File: src/rtl/conv_pkg.sv
// Shared convolution-pipeline types and the signed-sum to unsigned-pixel
// saturation used by both the kernel stage and the result writer.
package conv_pkg;

  localparam int PIX_W = 8;

  typedef struct packed {
    logic [PIX_W-1:0] pix;
    logic             eol;
    logic             eof;
  } out_beat_t;

  // Callers sign-extend their sum to 32 bits; the shift is arithmetic.
  function automatic logic [PIX_W-1:0] sat_u8(input logic signed [31:0] sum,
                                               input int shift);
    logic signed [31:0] s;
    s = sum >>> shift;
    if (s < 0)
      return '0;
    else if (s > 255)
      return 8'hFF;
    else
      return s[PIX_W-1:0];
  endfunction

endpackage

File: src/rtl/sync_fifo.sv
// Single-clock FIFO with occupancy count; a push into a full FIFO is accepted
// when a pop happens on the same edge. Head shows the last-popped word when empty.
module sync_fifo #(
  parameter int DEPTH = 8,
  parameter int DW    = 10
) (
  input  logic                     clock,
  input  logic                     reset,
  input  logic                     clear,
  input  logic                     push,
  input  logic                     pop,
  input  logic [DW-1:0]            wdata,
  output logic [DW-1:0]            rdata,
  output logic                     full,
  output logic                     empty,
  output logic [$clog2(DEPTH):0]   level
);

  localparam int AW = $clog2(DEPTH);

  logic [DW-1:0] mem [DEPTH];
  logic [AW-1:0] wr_ptr_reg;
  logic [AW-1:0] rd_ptr_reg;
  logic [AW:0]   level_reg;
  logic [DW-1:0] last_reg;
  logic          pop_ok;
  logic          push_ok;

  assign empty   = (level_reg == '0);
  assign full    = (level_reg == (AW+1)'(DEPTH));
  assign pop_ok  = pop && !empty;
  assign push_ok = push && (!full || pop_ok);
  assign level   = level_reg;
  assign rdata   = empty ? last_reg : mem[rd_ptr_reg];

  always_ff @(posedge clock) begin
    if (push_ok && !clear)
      mem[wr_ptr_reg] <= wdata;
  end

  // Pointers wrap naturally because DEPTH is a power of two.
  always_ff @(posedge clock or posedge reset) begin
    if (reset) begin
      wr_ptr_reg <= '0;
      rd_ptr_reg <= '0;
      level_reg  <= '0;
      last_reg   <= '0;
    end else if (clear) begin
      wr_ptr_reg <= '0;
      rd_ptr_reg <= '0;
      level_reg  <= '0;
      last_reg   <= '0;
    end else begin
      if (push_ok)
        wr_ptr_reg <= wr_ptr_reg + 1'b1;
      if (pop_ok) begin
        rd_ptr_reg <= rd_ptr_reg + 1'b1;
        last_reg   <= mem[rd_ptr_reg];
      end
      if (push_ok && !pop_ok)
        level_reg <= level_reg + 1'b1;
      else if (pop_ok && !push_ok)
        level_reg <= level_reg - 1'b1;
    end
  end

endmodule

File: src/rtl/conv_result_writer.sv
// Scales/saturates each convolution sum to a pixel, tags line/frame ends,
// and drains results through a FIFO over a ready/valid byte interface.
module conv_result_writer
  import conv_pkg::*;
#(
  parameter int W     = 128,
  parameter int H     = 128,
  parameter int IN_W  = 16,
  parameter int SHIFT = 0,
  parameter int DEPTH = 8
) (
  input  logic                          clock,
  input  logic                          reset,
  input  logic                          clear,
  input  logic                          in_valid,
  input  logic signed [IN_W-1:0]        in_sum,
  output logic [PIX_W-1:0]              out_data,
  output logic                          out_eol,
  output logic                          out_eof,
  output logic                          out_valid,
  input  logic                          out_ready,
  output logic                          overflow,
  output logic [$clog2(DEPTH):0]        level
);

  localparam int CW = (W > 1) ? $clog2(W) : 1;
  localparam int RW = (H > 1) ? $clog2(H) : 1;

  logic [CW-1:0] col_reg;
  logic [RW-1:0] row_reg;
  logic          stage_valid_reg;
  out_beat_t     stage_beat_reg;
  logic          overflow_reg;
  logic          fifo_full;
  logic          fifo_empty;
  logic          pop;
  logic          at_eol;
  logic          at_eof;
  out_beat_t     head;

  assign at_eol = (col_reg == CW'(W-1));
  assign at_eof = at_eol && (row_reg == RW'(H-1));
  assign pop    = !fifo_empty && out_ready;

  // Counters move on every accepted input so a dropped result never shifts
  // the line/frame tags of the pixels that follow it.
  always_ff @(posedge clock or posedge reset) begin
    if (reset) begin
      col_reg         <= '0;
      row_reg         <= '0;
      stage_valid_reg <= 1'b0;
      stage_beat_reg  <= '0;
      overflow_reg    <= 1'b0;
    end else if (clear) begin
      col_reg         <= '0;
      row_reg         <= '0;
      stage_valid_reg <= 1'b0;
      stage_beat_reg  <= '0;
      overflow_reg    <= 1'b0;
    end else begin
      stage_valid_reg <= in_valid;
      if (in_valid) begin
        stage_beat_reg.pix <= sat_u8(32'(in_sum), SHIFT);
        stage_beat_reg.eol <= at_eol;
        stage_beat_reg.eof <= at_eof;
        if (at_eol) begin
          col_reg <= '0;
          row_reg <= at_eof ? '0 : row_reg + 1'b1;
        end else begin
          col_reg <= col_reg + 1'b1;
        end
      end
      if (stage_valid_reg && fifo_full && !pop)
        overflow_reg <= 1'b1;
    end
  end

  sync_fifo #(
    .DEPTH (DEPTH),
    .DW    ($bits(out_beat_t))
  ) u_fifo (
    .clock (clock),
    .reset (reset),
    .clear (clear),
    .push  (stage_valid_reg),
    .pop   (pop),
    .wdata (stage_beat_reg),
    .rdata (head),
    .full  (fifo_full),
    .empty (fifo_empty),
    .level (level)
  );

  assign out_valid = !fifo_empty;
  assign out_data  = head.pix;
  assign out_eol   = head.eol;
  assign out_eof   = head.eof;
  assign overflow  = overflow_reg;

endmodule
File: config.mk
export PLATFORM = sky130hd
export DESIGN_NAME = conv_result_writer
export DESIGN_NICKNAME = d
export VERILOG_FILES = /design/src/rtl/conv_pkg.sv /design/src/rtl/sync_fifo.sv /design/src/rtl/conv_result_writer.sv
export SDC_FILE = /design/constraint.sdc
export NUM_CORES = 1
export LEC_CHECK = 0
export CORE_ASPECT_RATIO = 0.7
export CORE_MARGIN = 2
export CORE_UTILIZATION = 56
export DETAILED_ROUTE_END_ITERATION = 10
export PLACE_DENSITY = 0.79
export SYNTH_ARGS = -nofsm -noshare
export SYNTH_HDL_FRONTEND = slang
export SYNTH_SLANG_ARGS = --single-unit
File: constraint.sdc
create_clock -name clock -period 5.5 [get_ports clock]
set_input_delay 1.1 -clock clock [delete_from_list [all_inputs] [get_ports clock]]
set_output_delay 1.1 -clock clock [all_outputs]
set_load 0.05 [all_outputs]
==> results.tsv, run 1 <==
stage	metric	value	unit
status	status	complete, no violations	
die	die area	0.01062	mm²
timing	RSZ-0062 raised after global routing	false	
yosys	Post-Syn Instances	386	
critical_path	Critical Path Sink	out_data[3]	
yosys	post-synth top area cell	edfxtp_1	
yosys	Syn Area/Cell	14.21	µm²
placed_design	post-DP HPWL	6681	µm
clocking	Post-CTS Setup Bufs	0	
clocking	CTS Buf Count	17	
yosys	Post-synth EDFFs	80	
yosys	Post-Syn Nets	414	
timing	Period minus WS final	4.360	ns
critical_path	CP Cell Sequence	buf_4 -> mux4_2 -> mux2i_1 -> a21oi_1 -> clkdlybuf4s50_1	
critical_path	flop2flop setup slack	3.09	ns
global_route	via count of the first global-routing pass	3380	
timing	slew margin rel.	33.48	%
clocking	Skew-Pair Late Insertion Delay	0.42	ns
timing	fmax	0.2294	GHz
critical_path	reg2reg path depth	7	
pwr	maximum vdd drop	281.7	µV
yosys	Async SR Flop Fraction	36.51	%
global_route	total grt overflow	0	
timing	final hold violation count	0	
final_layout	Synth-to-Final Area Change	20.11	%
placed_design	GP Congestion	0.7672	
clocking	CTS tree	built	
global_route	largest net degree at the start of global routing	50	
clocking	post-CTS sizing	0	
critical_path	CP peak stage delay	0.94	ns
timing	final worst setup slack	1.140	ns
route	DR WL/cell	18.86	µm
pwr	Power per Cell Area	517.5	mW/mm²
placed_design	Placed Cells	538	
clocking	CTS hold repair buffers	0	
min_path	Hold WC Path Type	register to register	
route	initial drt markers	251	
clocking	deepest clock path buffer count	2	
route	DRC viols	0	
final_layout	Nets	457	
global_route	GRT Overall Usage	22.92	%
die	core area	0.009609	mm²
route	Via density	5.896	
critical_path	Max stage delay cell, worst path	dfrtp_1	
yosys	synth top area cells	edfxtp_1, dfrtp_1, mux4_2	
clocking	H-tree depth	4	
route	antenna viol nets, final	0	
timing	Layout Skew	0.005776	ns
critical_path	CP arrival	3.26	ns
timing	crit share post-route	79.27	%
critical_path	Reg-to-Reg Start	u_fifo.level[0]	
clocking	clk root buf	clkbuf_16	
placed_design	Post-Place Cell Area	0.005974	mm²
yosys	Mapped Area	0.005487	mm²
global_route	global-route wire length before repair	17720	µm
timing	Sum Neg Setup Slack	0	ns
route	vias	3361	
run	MaxCap Viol Count	0	
yosys	Netlist cell types	57	
timing	Setup violations, final	0	
critical_path	Req. time, crit path	4.40	ns
global_route	initial antenna violation count	0	
die	Die H	86.82	µm
die	Core Rows	30	
critical_path	CP Launch Type	register	
die	DIE WIDTH	122.3	µm
timing	worst slew pin tran	0.9963	ns
final_layout	fillcell total	692	
yosys	Yosys top cell area share	43.79	%
critical_path	kind of critical path	register to primary output	
pwr	Lkg Pwr	0.002378	µW
placed_design	dpl ws	1.490	ns
final_layout	Non-Filler Instances	570	
timing	Final Max Slew Viols	0	
final_layout	share of layout cells above drive strength 1	17.19	%
critical_path	worst setup path startpoint	u_fifo.rd_ptr_reg[1]	
yosys	yosys warns	0	
final_layout	Finished Cell Area	0.006590	mm²
final_layout	diode count	0	
route	Detailed Route WL	10750	µm
route	DRT Pass-1 Iters	4	
yosys	flops & latches, synth	126	
clocking	CTS sink cnt	126	
die	IO Pins	37	
die	Initial Utilization	57.10	%
final_layout	max reg flops	80	
placed_design	IO Port Bufs	36	
yosys	share of synthesized area occupied by flip-flops and latches	64.77	%
yosys	top_reg_cell synth	edfxtp_1	
critical_path	worst reg2reg endpoint	u_fifo.level[3]	
clocking	clock slew at reported path FFs	0.05	ns
critical_path	CP Max Fanout	16	
critical_path	Crit. End Element	primary output	
==> power breakdown <==
part	switching (µW)	internal, µW	total [µW]
clock	410	736	1150
sequential	97.2	1070	1160
combinational	706	396	1100
total	1210	2200	3410
==> cell usage after synthesis (all sizes together), types with 2 or more instances <==
library cell and instances:
ha 6, mux2i 12, xor2 5, clkbuf 8
nor3 10, dfrtp 46, nor4 3, o21ai 8
a21oi 23, or2 2, nand3b 7, mux4 20
nand2 19, and2 2, xnor2 4, o31ai 6
and3 3, nor2 45, buf 12, nand3 7
o32ai 3, or3 3, a211oi 10, nand2b 7
edfxtp 80, inv 11, nand4 3
==> worst max-delay path, delay by kind of cell, from the launching register on <==
kind / cells / cell delay (ns)
mux: 2 / 0.72
compound gates: 1 / 0.11
buf+inv: 2 / 1.07
flops: 1 / 0.94
==> stage by stage <==
| step | total power, µW | hold WS, ns | util [%] |
|---|---|---|---|
| 5_1_grt | 3564 | 0.5761 | 68.58 |
| 4_1_cts | 3429 | 0.5472 | 68.58 |
| 3_5_place_dp | 2276 | 0.5359 | 62.17 |
| 3_3_place_gp | 2249 | 0.5306 | 62.17 |
| 2_1_floorplan | 1982 | 0.5127 | - |
| 6_report | 3410 | 0.5440 | 68.58 |
==> layer usage <==
layer / global-route usage, % / vias to the layer above / routed length [µm]
met5: 0 / - / 0
met4: 9.509 / 0 / 207
met3: 6.316 / 16 / 568
met2: 32.98 / 95 / 4952
met1: 33.35 / 1691 / 5023
li1: - / 1559 / -
==> worst min path at each step <==
stage,from,endpoint,slack (ns),depth (start not counted)
3_3_place_gp,col_reg[6],col_reg[6],0.53,2
4_1_cts,col_reg[6],col_reg[6],0.55,2
3_5_place_dp,col_reg[6],col_reg[6],0.54,2
6_report,col_reg[6],col_reg[6],0.54,2
2_1_floorplan,col_reg[1],col_reg[1],0.51,2
5_1_grt,col_reg[6],col_reg[6],0.58,2
==> kinds of logic (layout without fill, tap and decap cells) <==
| kind of cell | Yosys count | in the layout | synth area share [%] |
|---|---|---|---|
| and+or+nand+nor | 117 | 117 | 10.97 |
| muxes | 32 | 32 | 10.40 |
| DFF | 126 | 126 | 64.77 |
| buffers and inverters | 31 | 87 | 2.782 |
| adders and majority gates | 7 | 7 | 1.733 |
| xor gates and xnor gates | 9 | 9 | 1.437 |
| AOI/OAI and AO/OA | 64 | 64 | 7.914 |
==> area by class of cell <==
type | count | area, µm² | area share (%)
Timing Repair Buffer | 44 | 420.4 | 6.379
Inverter | 11 | 41.29 | 0.6265
Multi-Input combinational cell | 229 | 1799 | 27.30
Clock buffer | 19 | 452.9 | 6.873
Clock inverter | 13 | 162.7 | 2.468
Tap cell | 128 | 160.2 | 2.430
Sequential cell | 126 | 3553 | 53.92
==> placed cells by master (no fill, tap or decap), drive strengths merged, types with 4 or more instances in the layout <==
master         Yosys  layout
edfxtp            80      80
dfrtp             46      46
nor2              45      45
clkdlybuf4s50      0      36
a21oi             23      23
mux4              20      20
nand2             19      19
clkbuf             8      19
inv               11      13
mux2i             12      12
a211oi            10      10
nor3              10      10
buf               12       8
o21ai              8       8
nand2b             7       7
nand3b             7       7
nand3              7       7
o31ai              6       6
ha                 6       6
xor2               5       5
xnor2              4       4
clkinvlp           0       4
clkinv             0       4
(Power assumes the default switching activity.)
==> inputs of run 2 (changes only) <==
clock period = 4.15 ns   (was 5.5 ns; I/O delays follow)
==> run 2 against run 1 <==
  * Utilization down 0.22 points
  * Critical path type unchanged
  * Cell count is 0.70% higher
  * Clock power rose by 21%
  * Highest routed layer unchanged
==> results.tsv, run 2 (synthesis gave the netlist of run 1 again) <==
stage	metric	value	unit
critical_path	worst path bufs/invs	1	
route	initial drt markers	330	
min_path	HP Start	row_reg[1]	
die	core area	0.009609	mm²
clocking	H-tree depth	4	
critical_path	cell family with most CP delay	simple AND/OR/NAND/NOR gates	
critical_path	Req. time, crit path	3.32	ns
route	Via density	5.875	
final_layout	commonest non-fill, non-tap cell in the layout	edfxtp_1	
critical_path	kind of critical path	register to primary output	
timing	Hold WS	0.5522	ns
die	Initial Utilization	57.10	%
clocking	CTS hold repair buffers	0	
timing	slew margin rel.	34.49	%
status	status	complete, no violations	
final_layout	multi-input logic area	0.001799	mm²
timing	fmax	0.2652	GHz
min_path	Hold WC Path Type	register to register	
die	Core Rows	30	
global_route	global-route wire length before repair	17430	µm
global_route	GRT Overall Usage	22.61	%
clocking	CTS sink cnt	126	
pwr	Lkg Pwr	0.002384	µW
critical_path	CP Max Fanout	21	
placed_design	IO Port Bufs	36	
route	DRC viols	0	
pwr	Tot Pwr	4392	µW
min_path	hold path cells	2	
route	antenna viol nets, final	0	
pwr	Power per Cell Area	668.6	mW/mm²
global_route	total grt overflow	0	
clocking	Skew-Pair Late Insertion Delay	0.41	ns
timing	Final Max Slew Viols	0	
min_path	worst hold endpoint	row_reg[1]	
timing	RSZ-0062 raised after global routing	false	
clocking	CTS tree	built	
critical_path	Crit. End Element	primary output	
route	DR WL/cell	18.86	µm
timing	final worst setup slack	0.3793	ns
timing	worst slew pin tran	0.9812	ns
timing	Period minus WS final	3.771	ns
pwr	maximum vdd drop	393.9	µV
global_route	via count of the first global-routing pass	3333	
final_layout	Reg area	0.003553	mm²
critical_path	CP Launch Type	register	
global_route	initial antenna violation count	0	
global_route	largest net degree at the start of global routing	47	
final_layout	diode count	0	
critical_path	CP arrival	2.94	ns
clocking	CTS Buf Count	17	
final_layout	fillcell total	673	
clocking	clock slew at reported path FFs	0.06	ns
clocking	Post-CTS Setup Bufs	0	
timing	crit share post-route	90.86	%
final_layout	Synth-to-Final Area Change	19.73	%
die	DIE WIDTH	122.3	µm
clocking	clk root buf	clkbuf_16	
timing	final hold violation count	0	
critical_path	reg2reg path depth	7	
route	Detailed Route WL	10830	µm
final_layout	max reg flops	80	
timing	Sum Neg Setup Slack	0	ns
placed_design	GP Congestion	0.8158	
timing	Setup violations, final	0	
final_layout	most frequent cells in the layout	edfxtp_1, dfrtp_1, nor2_1	
final_layout	Nets	461	
final_layout	share of layout cells above drive strength 1	16.59	%
route	vias	3372	
critical_path	flop2flop setup slack	1.59	ns
critical_path	Max stage delay cell, worst path	clkdlybuf4s50_1	
die	Die H	86.82	µm
timing	Layout Skew	0.008191	ns
critical_path	worst reg2reg endpoint	u_fifo.level[3]	
placed_design	dpl ws	0.8344	ns
critical_path	CP Cell Sequence	nor3_1 -> nand2b_1 -> a21oi_1 -> clkdlybuf4s50_1	
clocking	deepest clock path buffer count	2	
run	MaxCap Viol Count	0	
placed_design	post-DP HPWL	6939	µm
die	IO Pins	37	
critical_path	CP peak stage delay	0.84	ns
route	DRT Pass-1 Iters	5	
critical_path	Reg-to-Reg Start	u_fifo.level[0]	
die	die area	0.01062	mm²
clocking	post-CTS sizing	0	
==> run 2: changes by cell type in the layout (fill, tap and decap cells not counted), sizes merged <==
cell,delta
buf,+4
bufinv,-2
clkbuf,+6
clkinv,+1
clkinvlp,-3
inv,-2
==> run 2: per-layer routing <==
metal,share of wire (%),vias up,GRT usage [%]
li1,-,1558,-
met1,47,1688,32.36
met2,47,120,33.84
met3,5.4,6,5.592
met4,0.78,0,8.986
met5,0,-,0
==> run 2: area by class of cell <==
class                      instances  area share, %
sequential                       126          54.10
multi-input combinational        229          27.39
clock buffer                      25          7.695
timing repair buffer              48          6.857
tap                              128          2.438
clock inverter                     7         0.8952
inverter                          11         0.6286
==> run 2: worst max-delay path by stage <==
| stage | startpoint | endpoint | slack, ns | depth (start not counted) |
|---|---|---|---|---|
| after global placement | u_fifo.level[0] | out_data[7] | 0.88 | 4 |
| final | u_fifo.level[0] | out_data[7] | 0.38 | 4 |
| after floorplan | u_fifo.level[0] | out_data[0] | 0.86 | 5 |
| after CTS | u_fifo.level[0] | out_data[7] | 0.39 | 4 |
| after global routing | u_fifo.level[0] | out_data[7] | 0.19 | 4 |
| after detailed placement | u_fifo.level[0] | out_data[7] | 0.83 | 4 |
==> run 2: worst reg2reg max path: cells and delay by family, from the launching register on <==
family | cells | cell delay (ns)
AOI/OAI and AO/OA | 4 | 1.03
adders and majority gates | 1 | 0.25
DFF | 1 | 0.49
and+or+nand+nor | 2 | 0.71
==> run 2: where the power goes <==
group / total (µW) / switching, µW / internal [µW]
registers: 1520 / 108 / 1410
logic: 1480 / 956 / 525
clock network: 1390 / 494 / 894
==> run 2: through the flow <==
step                util [%]  cell area (µm²)  cells
floorplan                  -             5487    386
global placement       62.49             6005    542
detailed placement     62.49             6005    542
CTS                    68.36             6569    574
global route           68.36             6569    574
finish                 68.36             6569    574
==> inputs of run 3 (changes only) <==
CORE_UTILIZATION = 30   (was 56)
PLACE_DENSITY = 0.49   (was 0.79)
==> run 3 against run 2 <==
  * Non-clock buffer count fell by 2
  * Worst hold slack got worse by 0.0045 ns
  * Cell count rose by 18%
  * Setup slack improved by 0.041 ns
  * Clock power barely moved
  * Largest power group unchanged
==> results.tsv, run 3 (synthesis gave the netlist of run 1 again) <==
stage	metric	value	unit
final_layout	multi-input logic area	0.001817	mm²
final_layout	Finished Cell Area	0.006696	mm²
route	DR WL/cell	17.12	µm
die	Core Rows	41	
timing	slew margin rel.	33.58	%
final_layout	commonest non-fill, non-tap cell in the layout	edfxtp_1	
clocking	clk root buf	clkbuf_16	
die	Die H	117.1	µm
clocking	CTS tree	built	
run	MaxCap Viol Count	0	
clocking	clock slew at reported path FFs	0.06	ns
pwr	Lkg Pwr	0.002373	µW
final_layout	share of layout cells above drive strength 1	17.34	%
final_layout	diode count	0	
timing	Setup violations, final	0	
clocking	deepest clock path buffer count	2	
timing	Sum Neg Setup Slack	0	ns
critical_path	CP arrival	2.90	ns
final_layout	Reg area	0.003553	mm²
global_route	largest net degree at the start of global routing	47	
critical_path	CP Launch Type	register	
die	core area	0.01795	mm²
timing	final hold violation count	0	
die	IO Pins	37	
final_layout	max reg flops	80	
route	antenna viol nets, final	0	
final_layout	fillcell total	1739	
timing	crit share post-route	89.88	%
clocking	CTS Buf Count	17	
critical_path	CP Max Fanout	21	
critical_path	CP peak stage delay	0.84	ns
die	DIE WIDTH	165.6	µm
placed_design	IO Port Bufs	36	
min_path	Hold WC Path Type	register to register	
die	die area	0.01940	mm²
route	Via density	4.851	
timing	RSZ-0062 raised after global routing	false	
final_layout	Non-Filler Instances	680	
clocking	CTS sink cnt	126	
timing	worst slew pin tran	0.9949	ns
clocking	Skew-Pair Late Insertion Delay	0.41	ns
critical_path	CP Cell Sequence	nor3_1 -> nand2b_1 -> a21oi_1 -> clkdlybuf4s50_1	
route	vias	3299	
status	status	complete, no violations	
clocking	Post-CTS Setup Bufs	0	
timing	Final Max Slew Viols	0	
placed_design	dpl ws	0.8783	ns
placed_design	Placed Cells	648	
clocking	post-CTS sizing	0	
critical_path	Max stage delay cell, worst path	clkdlybuf4s50_1	
critical_path	kind of critical path	register to primary output	
route	DRC viols	0	
pwr	Power per Cell Area	654.2	mW/mm²
final_layout	most frequent cells in the layout	edfxtp_1, dfrtp_1, nor2_1	
timing	Layout Skew	0.01074	ns
global_route	via count of the first global-routing pass	3264	
placed_design	Post-Place Cell Area	0.006150	mm²
global_route	GRT Overall Usage	12.78	%
route	DRT Pass-1 Iters	4	
route	Detailed Route WL	11640	µm
critical_path	Req. time, crit path	3.32	ns
critical_path	Crit. End Element	primary output	
placed_design	GP Congestion	0.7966	
global_route	total grt overflow	0	
pwr	maximum vdd drop	754.1	µV
timing	Period minus WS final	3.730	ns
timing	fmax	0.2681	GHz
die	Initial Utilization	30.56	%
route	initial drt markers	143	
final_layout	Finished Core Util	37.30	%
clocking	CTS hold repair buffers	0	
final_layout	Synth-to-Final Area Change	22.05	%
clocking	H-tree depth	4	
global_route	initial antenna violation count	0	
placed_design	post-DP HPWL	7451	µm
timing	final worst setup slack	0.4201	ns
global_route	global-route wire length before repair	18530	µm
final_layout	Nets	459	
-- run 3: cell count changes in the layout (fill, tap and decap cells not counted), sizes merged --
cell and change:
buf -1, clkbuf -6, clkdlybuf4s50 -1, clkinvlp +1, inv +5
-- run 3: routing by layer --
layer / wire length, µm / part of all wire (%) / track usage, %
met1: 6061 / 52 / 18.58
met2: 5020 / 43 / 18.40
met3: 389 / 3.3 / 3.127
met4: 168 / 1.4 / 5.217
met5: 0 / 0 / 0
-- run 3: worst paths after layout --
check	start	end	slack, ns	cells after the start
max	u_fifo.level[0]	out_data[3]	0.42	4
min	row_reg[1]	row_reg[1]	0.55	2
max reg2reg	u_fifo.level[0]	u_fifo.level[3]	1.73	7
min reg2reg	row_reg[1]	row_reg[1]	0.55	2
max in group asynchronous	reset	stage_beat_reg[7]	2.55	2
min in group asynchronous	reset	u_fifo.last_reg[6]	0.97	2
-- run 3: critical path: cells and delay by family (launching register included) --
kind,cells,cell delay (ns)
buf+inv,1,0.84
compound gates,1,0.30
simple gates,2,0.83
flops,1,0.52
-- run 3: stage by stage --
step	hold WS (ns)	power, µW
6_report	0.5477	4381
5_1_grt	0.5739	4609
4_1_cts	0.5515	4429
3_5_place_dp	0.5440	3040
3_3_place_gp	0.5368	3033
2_1_floorplan	0.5127	2627
-- run 3: cell type report --
cell class | count | share of cell area, %
Timing Repair Buffer | 46 | 6.614
Clock buffer | 19 | 6.465
Clock inverter | 13 | 1.700
Sequential cell | 126 | 53.06
Tap cell | 236 | 4.410
Multi-Input combinational cell | 229 | 27.13
Inverter | 11 | 0.6166
-- run 3: power breakdown --
part           switching (µW)  internal [µW]  total (µW)
clock                     551            825        1380
sequential                116           1410        1530
combinational             946            531        1480
total                    1610           2770        4380
